===== src/rtl/imem_pkg.sv =====
// Shared definitions for the instruction-memory byte-stream loader.
package imem_pkg;

    localparam int unsigned BYTES_PER_WORD = 4;
    localparam int unsigned IMEM_DEPTH     = 256;
    localparam int unsigned BYTE_W         = 8;
    localparam int unsigned BCNT_W         = $clog2(BYTES_PER_WORD);
    localparam int unsigned REMAIN_W       = $clog2(IMEM_DEPTH) + 1;

    typedef enum logic [1:0] {
        ST_IDLE,
        ST_RECV,
        ST_WRITE,
        ST_DONE
    } load_state_t;

    // A word_count of zero requests a full memory image.
    function automatic logic [REMAIN_W-1:0] words_to_load(input logic [7:0] word_count);
        return (word_count == 8'd0) ? REMAIN_W'(IMEM_DEPTH) : REMAIN_W'(word_count);
    endfunction

endpackage


===== src/rtl/imem_loader_word_assembler.sv =====
// Big-endian byte shift register with a byte counter; flags the byte that completes a word.
module word_assembler
    import imem_pkg::*;
#(
    parameter int unsigned DATA_W = 32
) (
    input  logic              clk,
    input  logic              reset,
    input  logic              clear,
    input  logic              shift_en,
    input  logic [7:0]        byte_in,
    output logic [DATA_W-1:0] word,
    output logic              word_complete
);

    logic [DATA_W-1:0] word_q, word_d;
    logic [BCNT_W-1:0] bcnt_q, bcnt_d;

    always_comb begin
        word_d = word_q;
        bcnt_d = bcnt_q;
        if (clear) begin
            word_d = '0;
            bcnt_d = '0;
        end else if (shift_en) begin
            word_d = {word_q[DATA_W-BYTE_W-1:0], byte_in};
            bcnt_d = bcnt_q + BCNT_W'(1);
        end
    end

    always_ff @(posedge clk or posedge reset) begin
        if (reset) begin
            word_q <= '0;
            bcnt_q <= '0;
        end else begin
            word_q <= word_d;
            bcnt_q <= bcnt_d;
        end
    end

    assign word          = word_q;
    assign word_complete = shift_en && (bcnt_q == BCNT_W'(BYTES_PER_WORD - 1));

endmodule


===== src/rtl/imem_loader.sv =====
// Loads the instruction memory from a byte stream, holding the CPU until the image is written.
module imem_loader
    import imem_pkg::*;
#(
    parameter int unsigned ADDR_W = 8,
    parameter int unsigned DATA_W = 32
) (
    input  logic              clk,
    input  logic              reset,
    input  logic              start,
    input  logic [7:0]        word_count,
    input  logic              in_valid,
    input  logic [7:0]        in_data,
    output logic              in_ready,
    output logic              wr_en,
    output logic [ADDR_W-1:0] wr_addr,
    output logic [DATA_W-1:0] wr_data,
    output logic              busy,
    output logic              done,
    output logic              cpu_hold
);

    load_state_t         state_q, state_d;
    logic [ADDR_W-1:0]   addr_q, addr_d;
    logic [REMAIN_W-1:0] remain_q, remain_d;
    logic                accept;
    logic                clear;
    logic                word_complete;
    logic [DATA_W-1:0]   word;

    assign accept = in_valid && (state_q == ST_RECV);

    word_assembler #(
        .DATA_W(DATA_W)
    ) u_word_assembler (
        .clk          (clk),
        .reset        (reset),
        .clear        (clear),
        .shift_en     (accept),
        .byte_in      (in_data),
        .word         (word),
        .word_complete(word_complete)
    );

    always_comb begin
        state_d  = state_q;
        addr_d   = addr_q;
        remain_d = remain_q;
        clear    = 1'b0;
        case (state_q)
            ST_IDLE: begin
                if (start) begin
                    remain_d = words_to_load(word_count);
                    addr_d   = '0;
                    clear    = 1'b1;
                    state_d  = ST_RECV;
                end
            end
            ST_RECV: begin
                if (word_complete) begin
                    state_d = ST_WRITE;
                end
            end
            ST_WRITE: begin
                // Address width sets the wrap point, so a full image ends back at 0.
                addr_d   = addr_q + ADDR_W'(1);
                remain_d = remain_q - REMAIN_W'(1);
                state_d  = (remain_q == REMAIN_W'(1)) ? ST_DONE : ST_RECV;
            end
            ST_DONE: begin
                state_d = ST_IDLE;
            end
            default: begin
                state_d = ST_IDLE;
            end
        endcase
    end

    always_ff @(posedge clk or posedge reset) begin
        if (reset) begin
            state_q  <= ST_IDLE;
            addr_q   <= '0;
            remain_q <= '0;
        end else begin
            state_q  <= state_d;
            addr_q   <= addr_d;
            remain_q <= remain_d;
        end
    end

    always_comb begin
        in_ready = 1'b0;
        wr_en    = 1'b0;
        wr_addr  = '0;
        wr_data  = '0;
        done     = 1'b0;
        busy     = (state_q != ST_IDLE);
        cpu_hold = (state_q != ST_IDLE);
        case (state_q)
            ST_RECV:  in_ready = 1'b1;
            ST_WRITE: begin
                wr_en   = 1'b1;
                wr_addr = addr_q;
                wr_data = word;
            end
            ST_DONE:  done = 1'b1;
            default:  ;
        endcase
    end

endmodule


===== config.mk =====
export PLATFORM = sky130hd
export DESIGN_NAME = imem_loader
export DESIGN_NICKNAME = d
export VERILOG_FILES = /design/src/rtl/imem_pkg.sv /design/src/rtl/imem_loader_word_assembler.sv /design/src/rtl/imem_loader.sv
export SDC_FILE = /design/constraint.sdc
export NUM_CORES = 1
export LEC_CHECK = 0
export ABC_CLOCK_PERIOD_IN_PS = 2300
export CAP_MARGIN = 10
export CORE_AREA = 3 3 91 67
export CTS_CLUSTER_DIAMETER = 200
export CTS_CLUSTER_SIZE = 10
export DETAILED_ROUTE_END_ITERATION = 6
export DIE_AREA = 0 0 94 70
export PLACE_DENSITY = 0.84
export SLEW_MARGIN = 30
export SYNTH_ARGS = -nofsm -noshare
export SYNTH_HDL_FRONTEND = slang
export SYNTH_SLANG_ARGS = --single-unit

===== constraint.sdc =====
create_clock -name clk -period 2.3 [get_ports clk]
set_input_delay 0.23 -clock clk [delete_from_list [all_inputs] [get_ports clk]]
set_output_delay 0.23 -clock clk [all_outputs]
set_load 0.02 [all_outputs]

# Yosys cells after proc, flatten, opt, wreduce, memory -nomap -nowiden
# Index checks and enable logic that the tools add are counted.
# totals
in_bits,20
latchBits,0
out_inout_bits,45
mem_bits_rw,0
rom_bits,0
n_memories,0
word_cells,44
register_bits,53
# op_classes
n_lt_le_gt_ge,0
div_mod_pow,0
shifts,0
muxes,20
multipliers,0
n_addsub,3
bitwise,0
eq_ne,7
reduce_logical,9
# ops
cell,n
32-bit 2-to-1 mux,3
9-bit 2-to-1 mux,2
9-bit case mux with 2 select lines,1
8-bit 2-to-1 mux,2
8-bit case mux with 2 select lines,1
2-bit 2-to-1 mux,5
9-bit by 1-bit == test with 1-bit output (second input constant),1
9-bit by 1-bit subtractor with 9-bit output (second input constant),1
8-bit by 1-bit adder with 8-bit output (second input constant),1
8-bit logical NOT,1
2-bit case mux with 4 select lines,1
2-bit == test (second input constant),3
2-bit nonzero test,3
1-bit 2-to-1 mux,5
2-bit AND reduction,2
2-bit by 1-bit adder with 2-bit output (second input constant),1
2-bit by 1-bit == test with 1-bit output (second input constant),1
1-bit logical AND,2
2-bit logical NOT,1
2-bit by 1-bit inequality test with 1-bit output (second input constant),1
2-bit inequality test (second input constant),1

# Logic depth before layout (Yosys ltp)
# Gate-level depths: netlist of the first run.
# depth
depth_word,5
depth_mapped,6

# Cells and area by module
# Synthesis of the first run repeated with hierarchy kept, for this count alone.
# unflattened
cells_unflattened,279
area_unflattened_um2,2810.2
# modules_own_cells
mod,seq_area_each_um2,n_inst,cells_per_inst,area_each_um2
word_assembler,850.8,1,113,1431.4
imem_loader,475.5,1,166,1378.8

# Worst setup path before layout of the first run
# No wires, ideal clock.
# synth_path
path_type,register to output
start,register state_q[0]
end,output wr_addr[0]
t_arrival_ns,1.469
stages_incl_launch_ff,6
required_ns,2.070
setup_slack_ns,0.601
cell_sequence,dfrtp_1 -> clkbuf_1 -> nand2b_1 -> inv_1 -> clkbuf_1 -> and2_1
# synth_between
elab_chain_cells,2
# synth_lines
item,line,source
from (decl),imem_loader.sv:23,"load_state_t state_q, state_d;"
from (signal assigned),imem_loader.sv:85,state_q <= state_d;
2-bit == test,imem_loader.sv:99,case (state_q)
8-bit 2-to-1 mux,imem_loader.sv:99,
to (decl),imem_loader.sv:16,"output logic [ADDR_W-1:0] wr_addr,"
# No other way between the ends.

# Worst setup path after layout of the first run
# layout_path
start,register state_q[0]
end,output wr_data[7]
# layout_between
elab_chain_cells,2
# layout_lines
item,line,source
2-bit == test,imem_loader.sv:99,
32-bit 2-to-1 mux,imem_loader.sv:99,
to (decl),imem_loader.sv:17,"output logic [DATA_W-1:0] wr_data,"
# No other way between the ends.

==> flow_summary_export.csv, run 1 <==
group,metric,value,unit
clocking,cts-root-to-sink-buffers,2,
global_routing,grt_most_used_layer,"met1",
synth,synth_enable_flop_cells,0,
worst_setup_path,critical_path.startpoint_type,"flip-flop",
synth,synth_area,2579,sq um
synth,yosys_register_bits,53,
global_routing,grtUsageTotal,18.03,%
clocking,clkSlewWorstSetupHoldPaths,0.09,ns
floorplan,floorplan.die_area,6580,sq um
sta,final.setup_skew,0.005504,ns
floorplan,die-width,94,um
global_routing,first_global_vias,1945,
sta,maxSlewHeadroom,55.95,%
final_layout,share_of_post_route_cells_with_drive_strength_above_1,9.772,%
synth,yosysUniqueCellTypes,51,
worst_setup_path,reg2reg_setup_slack,0.55,ns
placed_design,post-dp-hpwl,4214,um
synth,seq_area_frac_synth,51.43,%
placed_design,final_replace_weighted_congestion,0.8446,
power_and_ir_drop,peakVddDrop,0.4575,mV
synth,postSynth.topFlopCell,"sky130_fd_sc_hd__dfrtp_1",
min_path,hp-class,"in -> async",
final_layout,multi_input_area,1154,sq um
drt,antenna_violating_nets_post_route,0,
synth,postSynth.asyncResetShare,100.0,%
power_and_ir_drop,sequentialPowerShare,51.1,%
power_and_ir_drop,pwr-share-comb,33.1,%
synth,synth_top_cell_area_share,51.43,%
placed_design,io_port_bufs,64,
sta,period_share,95.45,%
sta,setup_tns,0,ns
sta,setup_slack,0.1046,ns
final_layout,final-seq-area,1326,sq um
worst_setup_path,r2r.worst_path.cells,4,
global_routing,grt.met1_usage,28.83,%
sta,max_slew.worst_pin.slew,0.6592,ns
placed_design,dp_worst_setup_slack,0.2608,ns
worst_setup_path,critPathSlowestCell,"sky130_fd_sc_hd__clkdlybuf4s50_1",
drt,dr.first_iter.drc_count,139,
drt,routed-via-count,2071,
power_and_ir_drop,static-leakage-power,1.701,nW
worst_setup_path,cpPeakStageDelay,0.60,ns
global_routing,initial_antenna_violation_count,0,
final_layout,antenna-diode-count,0,
sta,finalHoldViolations,0,
run_status,status,"finished clean",
power_and_ir_drop,proportion_of_power_drawn_by_the_clock_network,15.8,%
floorplan,design.portCount,65,
worst_setup_path,worst-setup-path-type,"reg -> out",
global_routing,grt_max_degree,35,
drt,route.detailed.wl_per_inst,15.01,um
clocking,post-cts-setup-buffers,0,
worst_setup_path,worstReg2RegStart,"state_q[0]",
floorplan,rows,22,
sta,fmax,455.5,MHz
power_and_ir_drop,switching_share,35.13,%
power_and_ir_drop,switching_power,1.141,mW
synth,syn_area_per_cell,10.57,sq um
worst_setup_path,arrival_time_reported_for_the_critical_path_endpoint,1.97,ns
synth,synth_common_cells,"sky130_fd_sc_hd__dfrtp_1 (53), sky130_fd_sc_hd__and2_1 (40), sky130_fd_sc_hd__a22o_1 (30)",
power_and_ir_drop,p_total,3.249,mW
clocking,htree_levels,2,
power_and_ir_drop,cell_internal_pwr,2.107,mW
drt,drtPass1Iterations,4,
drt,drt_drc_violations_left,0,
worst_setup_path,worstPathCellList,"nand2b_1 > inv_2 > buf_4 > and2_1 > clkdlybuf4s50_1",
final_layout,area.growth.synth_to_final,33.28,%
global_routing,use_met2,24.47,%
final_layout,nets,331,
clocking,clock_sinks,53,
synth,yosysTopAreaCell,"sky130_fd_sc_hd__dfrtp_1",
worst_setup_path,critPathLaunch,"state_q[0]",
power_and_ir_drop,power.density_cell_area,945.2,nW/um^2
synth,post-synth-top-count-cell,"sky130_fd_sc_hd__dfrtp_1",
global_routing,grt_remaining_overflow,0,
synth,syn-instance-count,244,
sta,period_minus_slack,2.195,ns
global_routing,grt_use_met3,4.090,%
global_routing,grt_pass1_wl,9618,um
synth,synth.net_count,268,
synth,count_of_yosys_warnings_during_synthesis,0,
drt,drt_wl_total,5688,um
final_layout,fillCellCount,429,
sta,grt_setup_unrepaired,"false",
sta,setup_violations,0,
clocking,tritoncts_buffer_count,5,
job,max_cap_violations,0,
worst_setup_path,critPathCaptureType,"output pin",
drt,via_per_inst,5.464,
clocking,clock_latency,0.29,ns
clocking,clock_tree_from_tritoncts,"yes",
synth,synth_area_leaders,"sky130_fd_sc_hd__dfrtp_1 (51%), sky130_fd_sc_hd__a22o_1 (10%), sky130_fd_sc_hd__and2_1 (9.7%), sky130_fd_sc_hd__nand2_1 (2.3%), sky130_fd_sc_hd__clkbuf_1 (2.0%)",
sta,max_slew_violations,0,
clocking,ctsRootBufferMaster,"sky130_fd_sc_hd__clkbuf_8",
floorplan,fp.dieH,70,um
floorplan,initial_utilization,49.31,%
worst_setup_path,crit-reg2reg-capture,"remain_q[7]",
worst_setup_path,critical_path_required,2.07,ns
floorplan,core,5230,sq um
worst_setup_path,critical_path_fanouts_max,12,
==> cell type report <==
type	count	area share (%)
clock buffers	7	2.512
inverters	7	0.7645
multi-input cells	165	33.56
flip-flops and latches	53	38.59
well taps	72	2.621
repair buffers	75	21.95
==> through the flow <==
step / instance area (sq um) / utilization, % / hold WS (ns) / instances
global route: 3437 / 65.72 / 0.4128 / 379
global placement: 3314 / 63.37 / 0.4782 / 372
CTS: 3406 / 65.12 / 0.3781 / 379
detailed placement: 3319 / 63.47 / 0.4821 / 372
finish: 3437 / 65.72 / 0.3574 / 379
floorplan: 2579 / - / 0.3526 / 244
==> cell usage in the layout (no fill, tap or decap), types with 2 or more instances in the layout <==
cell type | synthesis | routed
sky130_fd_sc_hd__o21ai_0 | 5 | 5
sky130_fd_sc_hd__clkbuf_8 | 0 | 6
sky130_fd_sc_hd__inv_1 | 7 | 5
sky130_fd_sc_hd__a22o_1 | 30 | 30
sky130_fd_sc_hd__dfrtp_1 | 53 | 53
sky130_fd_sc_hd__nor3b_1 | 2 | 2
sky130_fd_sc_hd__nand3_1 | 9 | 9
sky130_fd_sc_hd__mux2i_1 | 3 | 3
sky130_fd_sc_hd__nor4_1 | 2 | 2
sky130_fd_sc_hd__a21oi_1 | 2 | 2
sky130_fd_sc_hd__a31oi_1 | 2 | 2
sky130_fd_sc_hd__or2_2 | 2 | 2
sky130_fd_sc_hd__dlymetal6s2s_1 | 0 | 11
sky130_fd_sc_hd__ha_1 | 4 | 4
sky130_fd_sc_hd__nor3_1 | 3 | 3
sky130_fd_sc_hd__o211ai_1 | 5 | 5
sky130_fd_sc_hd__buf_4 | 1 | 10
sky130_fd_sc_hd__o311ai_0 | 2 | 2
sky130_fd_sc_hd__nor2_1 | 8 | 7
sky130_fd_sc_hd__inv_2 | 0 | 2
sky130_fd_sc_hd__and2_1 | 40 | 40
sky130_fd_sc_hd__nand2_1 | 16 | 16
sky130_fd_sc_hd__clkdlybuf4s50_1 | 0 | 53
==> how the worst max path moves through the flow <==
stage | slack (ns) | endpoint | cells after the start
final | 0.10 | wr_data[7] | 5
after floorplan | 0.60 | wr_addr[0] | 5
after global routing | 0.005 | wr_data[0] | 5
after CTS | 0.04 | wr_data[20] | 5
after detailed placement | 0.26 | wr_data[20] | 5
after global placement | 0.19 | u_word_assembler.bcnt_q[0] | 4
==> sequential cells by signal (all words and copies together) (netlist names) <==
| register | count |
|---|---|
| addr_q | 8 |
| state_q | 2 |
| u_word_assembler.word | 32 |
| remain_q | 9 |
| u_word_assembler.bcnt_q | 2 |
==> layer usage <==
metal	up-vias	wire, um	part of all wire (%)
li1	1002	-	-
met1	978	2866	50
met2	84	2369	42
met3	7	386	6.8
met4	0	65	1.1
met5	-	0	0
==> cells by family after synthesis <==
group	count (synthesis)	synth area share, %
AND/OR/NAND/NOR	96	21.45
AO/OA/AOI/OAI	60	19.12
flip-flops	53	51.43
buffers and inverters	26	4.125
multiplexers	4	1.601
adder cells (fa/ha/maj)	4	1.941
XOR/XNOR	1	0.3397
==> power groups by stage <==
stage                     Combinational, mW  Sequential [mW]  Clock [mW]
after floorplan                       0.816             1.55           0
after global placement                 1.04             1.66           0
after detailed placement               1.08             1.67           0
after CTS                              1.08             1.65       0.519
after global routing                   1.19             1.72       0.561
final                                  1.08             1.66       0.512
==> timing repair <==
action / in CTS / in global routing
hold buffers: 0 / 0
resized for setup: 1 / 12
endpoints found under the setup margin: 26 / 23
==> worst max-delay path: cells and delay by family, from the launching register on <==
family	cells	cell delay, ns
buf+inv	3	0.96
flops	1	0.38
simple gates	2	0.31
No activity file was read; power rests on OpenSTA's default activity.
==> inputs of run 2 (changes only) <==
--- a/config.mk
+++ b/config.mk
@@ -5,7 +5,6 @@
 export SDC_FILE = /design/constraint.sdc
 export NUM_CORES = 1
 export LEC_CHECK = 0
-export ABC_CLOCK_PERIOD_IN_PS = 2300
 export CAP_MARGIN = 10
 export CORE_AREA = 3 3 91 67
 export CTS_CLUSTER_DIAMETER = 200
==> constraint.sdc (replaced) <==
create_clock -name clk -period 2.3 [get_ports clk]
set_input_delay 0.46 -clock clk [delete_from_list [all_inputs] [get_ports clk]]
set_output_delay 0.46 -clock clk [all_outputs]
set_load 0.02 [all_outputs]
==> run 2 against run 1 <==
Wire length is 0.30% lower. Sequential share of layout area is 0.95 points higher. Worst setup slack better by 0.021 ns. Cell count is 1.1% lower. Cell area is 2.4% lower. Hold slack better by 0.15 ns. Clock skew hardly changed. Critical endpoint is now in_ready. Largest cell class unchanged.
==> flow_summary_export.csv, run 2 (synthesis gave the netlist of run 1 again) <==
group,metric,value,unit
run_status,status,"finished clean",
global_routing,grt_max_degree,54,
floorplan,rows,22,
final_layout,share_of_post_route_cells_with_drive_strength_above_1,8.251,%
worst_setup_path,critPathCaptureType,"output pin",
floorplan,die-width,94,um
sta,whs,0.5046,ns
placed_design,place_inst,368,
worst_setup_path,critical_path_required,1.84,ns
clocking,tritoncts_buffer_count,5,
sta,finalHoldViolations,0,
worst_setup_path,arrival_time_reported_for_the_critical_path_endpoint,1.71,ns
power_and_ir_drop,static-leakage-power,1.691,nW
power_and_ir_drop,power.density_cell_area,963.9,nW/um^2
power_and_ir_drop,cell_internal_pwr,2.101,mW
drt,drt_wl_total,5671,um
clocking,cts-root-to-sink-buffers,2,
final_layout,finish.instance_area,3354,sq um
sta,period_share,94.55,%
drt,dr.first_iter.drc_count,185,
floorplan,design.portCount,65,
sta,max_slew.worst_pin.slew,0.6716,ns
sta,fmax,459.9,MHz
power_and_ir_drop,proportion_of_power_drawn_by_the_clock_network,15.7,%
final_layout,nets,327,
min_path,hp-class,"reg -> reg",
global_routing,initial_antenna_violation_count,0,
floorplan,initial_utilization,49.31,%
floorplan,core,5230,sq um
drt,via_per_inst,5.397,
worst_setup_path,critical_path.startpoint_type,"flip-flop",
placed_design,dp_worst_setup_slack,0.1879,ns
global_routing,grt_pass1_wl,9473,um
final_layout,most-common-layout-cells,"sky130_fd_sc_hd__dfrtp_1 (53), sky130_fd_sc_hd__and2_1 (40), sky130_fd_sc_hd__dlygate4sd2_1 (39), sky130_fd_sc_hd__a22o_1 (30), sky130_fd_sc_hd__clkdlybuf4s50_1 (24)",
clocking,clock_sinks,53,
final_layout,leading_cell_type_in_the_layout_fill_and_taps_excluded,"sky130_fd_sc_hd__dfrtp_1",
power_and_ir_drop,peakVddDrop,0.4518,mV
drt,drtPass1Iterations,4,
sta,setup_slack,0.1254,ns
worst_setup_path,critical_path_fanouts_max,11,
global_routing,first_global_vias,1976,
floorplan,floorplan.die_area,6580,sq um
floorplan,fp.dieH,70,um
power_and_ir_drop,sequentialPowerShare,51.1,%
sta,max_slew_violations,0,
sta,setup_violations,0,
clocking,holdBufCountCts,0,
global_routing,grtUsageTotal,18.06,%
drt,antenna_violating_nets_post_route,0,
clocking,ctsRootBufferMaster,"sky130_fd_sc_hd__clkbuf_8",
clocking,clock_latency,0.30,ns
drt,routed-via-count,2024,
sta,period_minus_slack,2.175,ns
placed_design,post-dp-hpwl,4103,um
global_routing,grt_remaining_overflow,0,
final_layout,antenna-diode-count,0,
power_and_ir_drop,p_total,3.233,mW
drt,route.detailed.wl_per_inst,15.12,um
placed_design,final_replace_weighted_congestion,0.8539,
power_and_ir_drop,pwr-share-comb,33.2,%
clocking,htree_levels,2,
final_layout,fillCellCount,439,
sta,grt_setup_unrepaired,"false",
final_layout,area.growth.synth_to_final,30.08,%
placed_design,io_port_bufs,64,
power_and_ir_drop,switching_power,1.132,mW
final_layout,layout.cells.non_filler,375,
final_layout,largest_reg_flops,32,
power_and_ir_drop,switching_share,35.03,%
job,max_cap_violations,0,
sta,final.setup_skew,0.005526,ns
drt,drt_drc_violations_left,0,
worst_setup_path,worst-setup-path-type,"reg -> out",
clocking,clock_tree_from_tritoncts,"yes",
clocking,clkSlewWorstSetupHoldPaths,0.09,ns
placed_design,placed_standard_cell_area,3314,sq um
sta,maxSlewHeadroom,55.12,%
==> run 2: cell types whose count changed in the layout (fill, tap and decap cells not counted), sizes merged <==
cell	delta
dlygate4sd2	+39
clkdlybuf4s50	-29
dlymetal6s2s	-10
buf	-4
==> run 2: cell type report <==
type | count | area [sq um] | area share, %
flip-flops and latches | 53 | 1326 | 39.54
multi-input cells | 165 | 1154 | 34.39
repair buffers | 71 | 671.9 | 20.03
well taps | 72 | 90.09 | 2.686
clock buffers | 7 | 86.33 | 2.574
inverters | 7 | 26.28 | 0.7833
==> run 2: path summary, 6_finish.rpt <==
path / cells after the start / from / endpoint / slack, ns
max reg2reg: 4 / state_q[0] / remain_q[7] / 0.55
min in group asynchronous: 3 / reset / addr_q[5] / 0.52
min: 1 / u_word_assembler.word[24] / u_word_assembler.word[24] / 0.50
max in group asynchronous: 3 / reset / u_word_assembler.word[2] / 1.55
max: 3 / state_q[1] / in_ready / 0.13
min reg2reg: 1 / u_word_assembler.word[24] / u_word_assembler.word[24] / 0.50
==> run 2: layer usage <==
metal	vias up	global-route usage [%]	part of all wire, %
met5	-	0	0
met4	0	5.769	1.2
met3	5	4.090	5.4
met2	66	25.49	43
met1	949	27.28	51
li1	1004	-	-
==> run 2: power groups by stage <==
stage | combinational [mW] | sequential (mW) | clock, mW
final | 1.07 | 1.65 | 0.508
after global routing | 1.19 | 1.71 | 0.558
after CTS | 1.08 | 1.65 | 0.527
after detailed placement | 1.09 | 1.66 | 0
after global placement | 1.03 | 1.66 | 0
after floorplan | 0.816 | 1.55 | 0
==> run 2: critical path, cell delays in order (launching register included) <==
cell                              delay (ns)
sky130_fd_sc_hd__dfrtp_1                0.38
sky130_fd_sc_hd__buf_4                  0.17
sky130_fd_sc_hd__nor2b_1                0.21
sky130_fd_sc_hd__clkdlybuf4s50_1        0.65
==> run 2: per-stage QoR <==
| stage | setup TNS (ns) | utilization [%] |
|---|---|---|
| after global routing | 0 | 64.14 |
| after detailed placement | 0 | 63.37 |
| after floorplan | 0 | - |
| final | 0 | 64.14 |
| after CTS | 0 | 64.09 |
| after global placement | -0.02384 | 63.28 |
==> run 2: repair_timing <==
| item | 4_1_cts | 5_1_grt |
|---|---|---|
| setup endpoints to repair | 39 | 1 |
| gates cloned | 0 | 0 |
| buffers inserted | 0 | 0 |
| resized for setup | 39 | 1 |
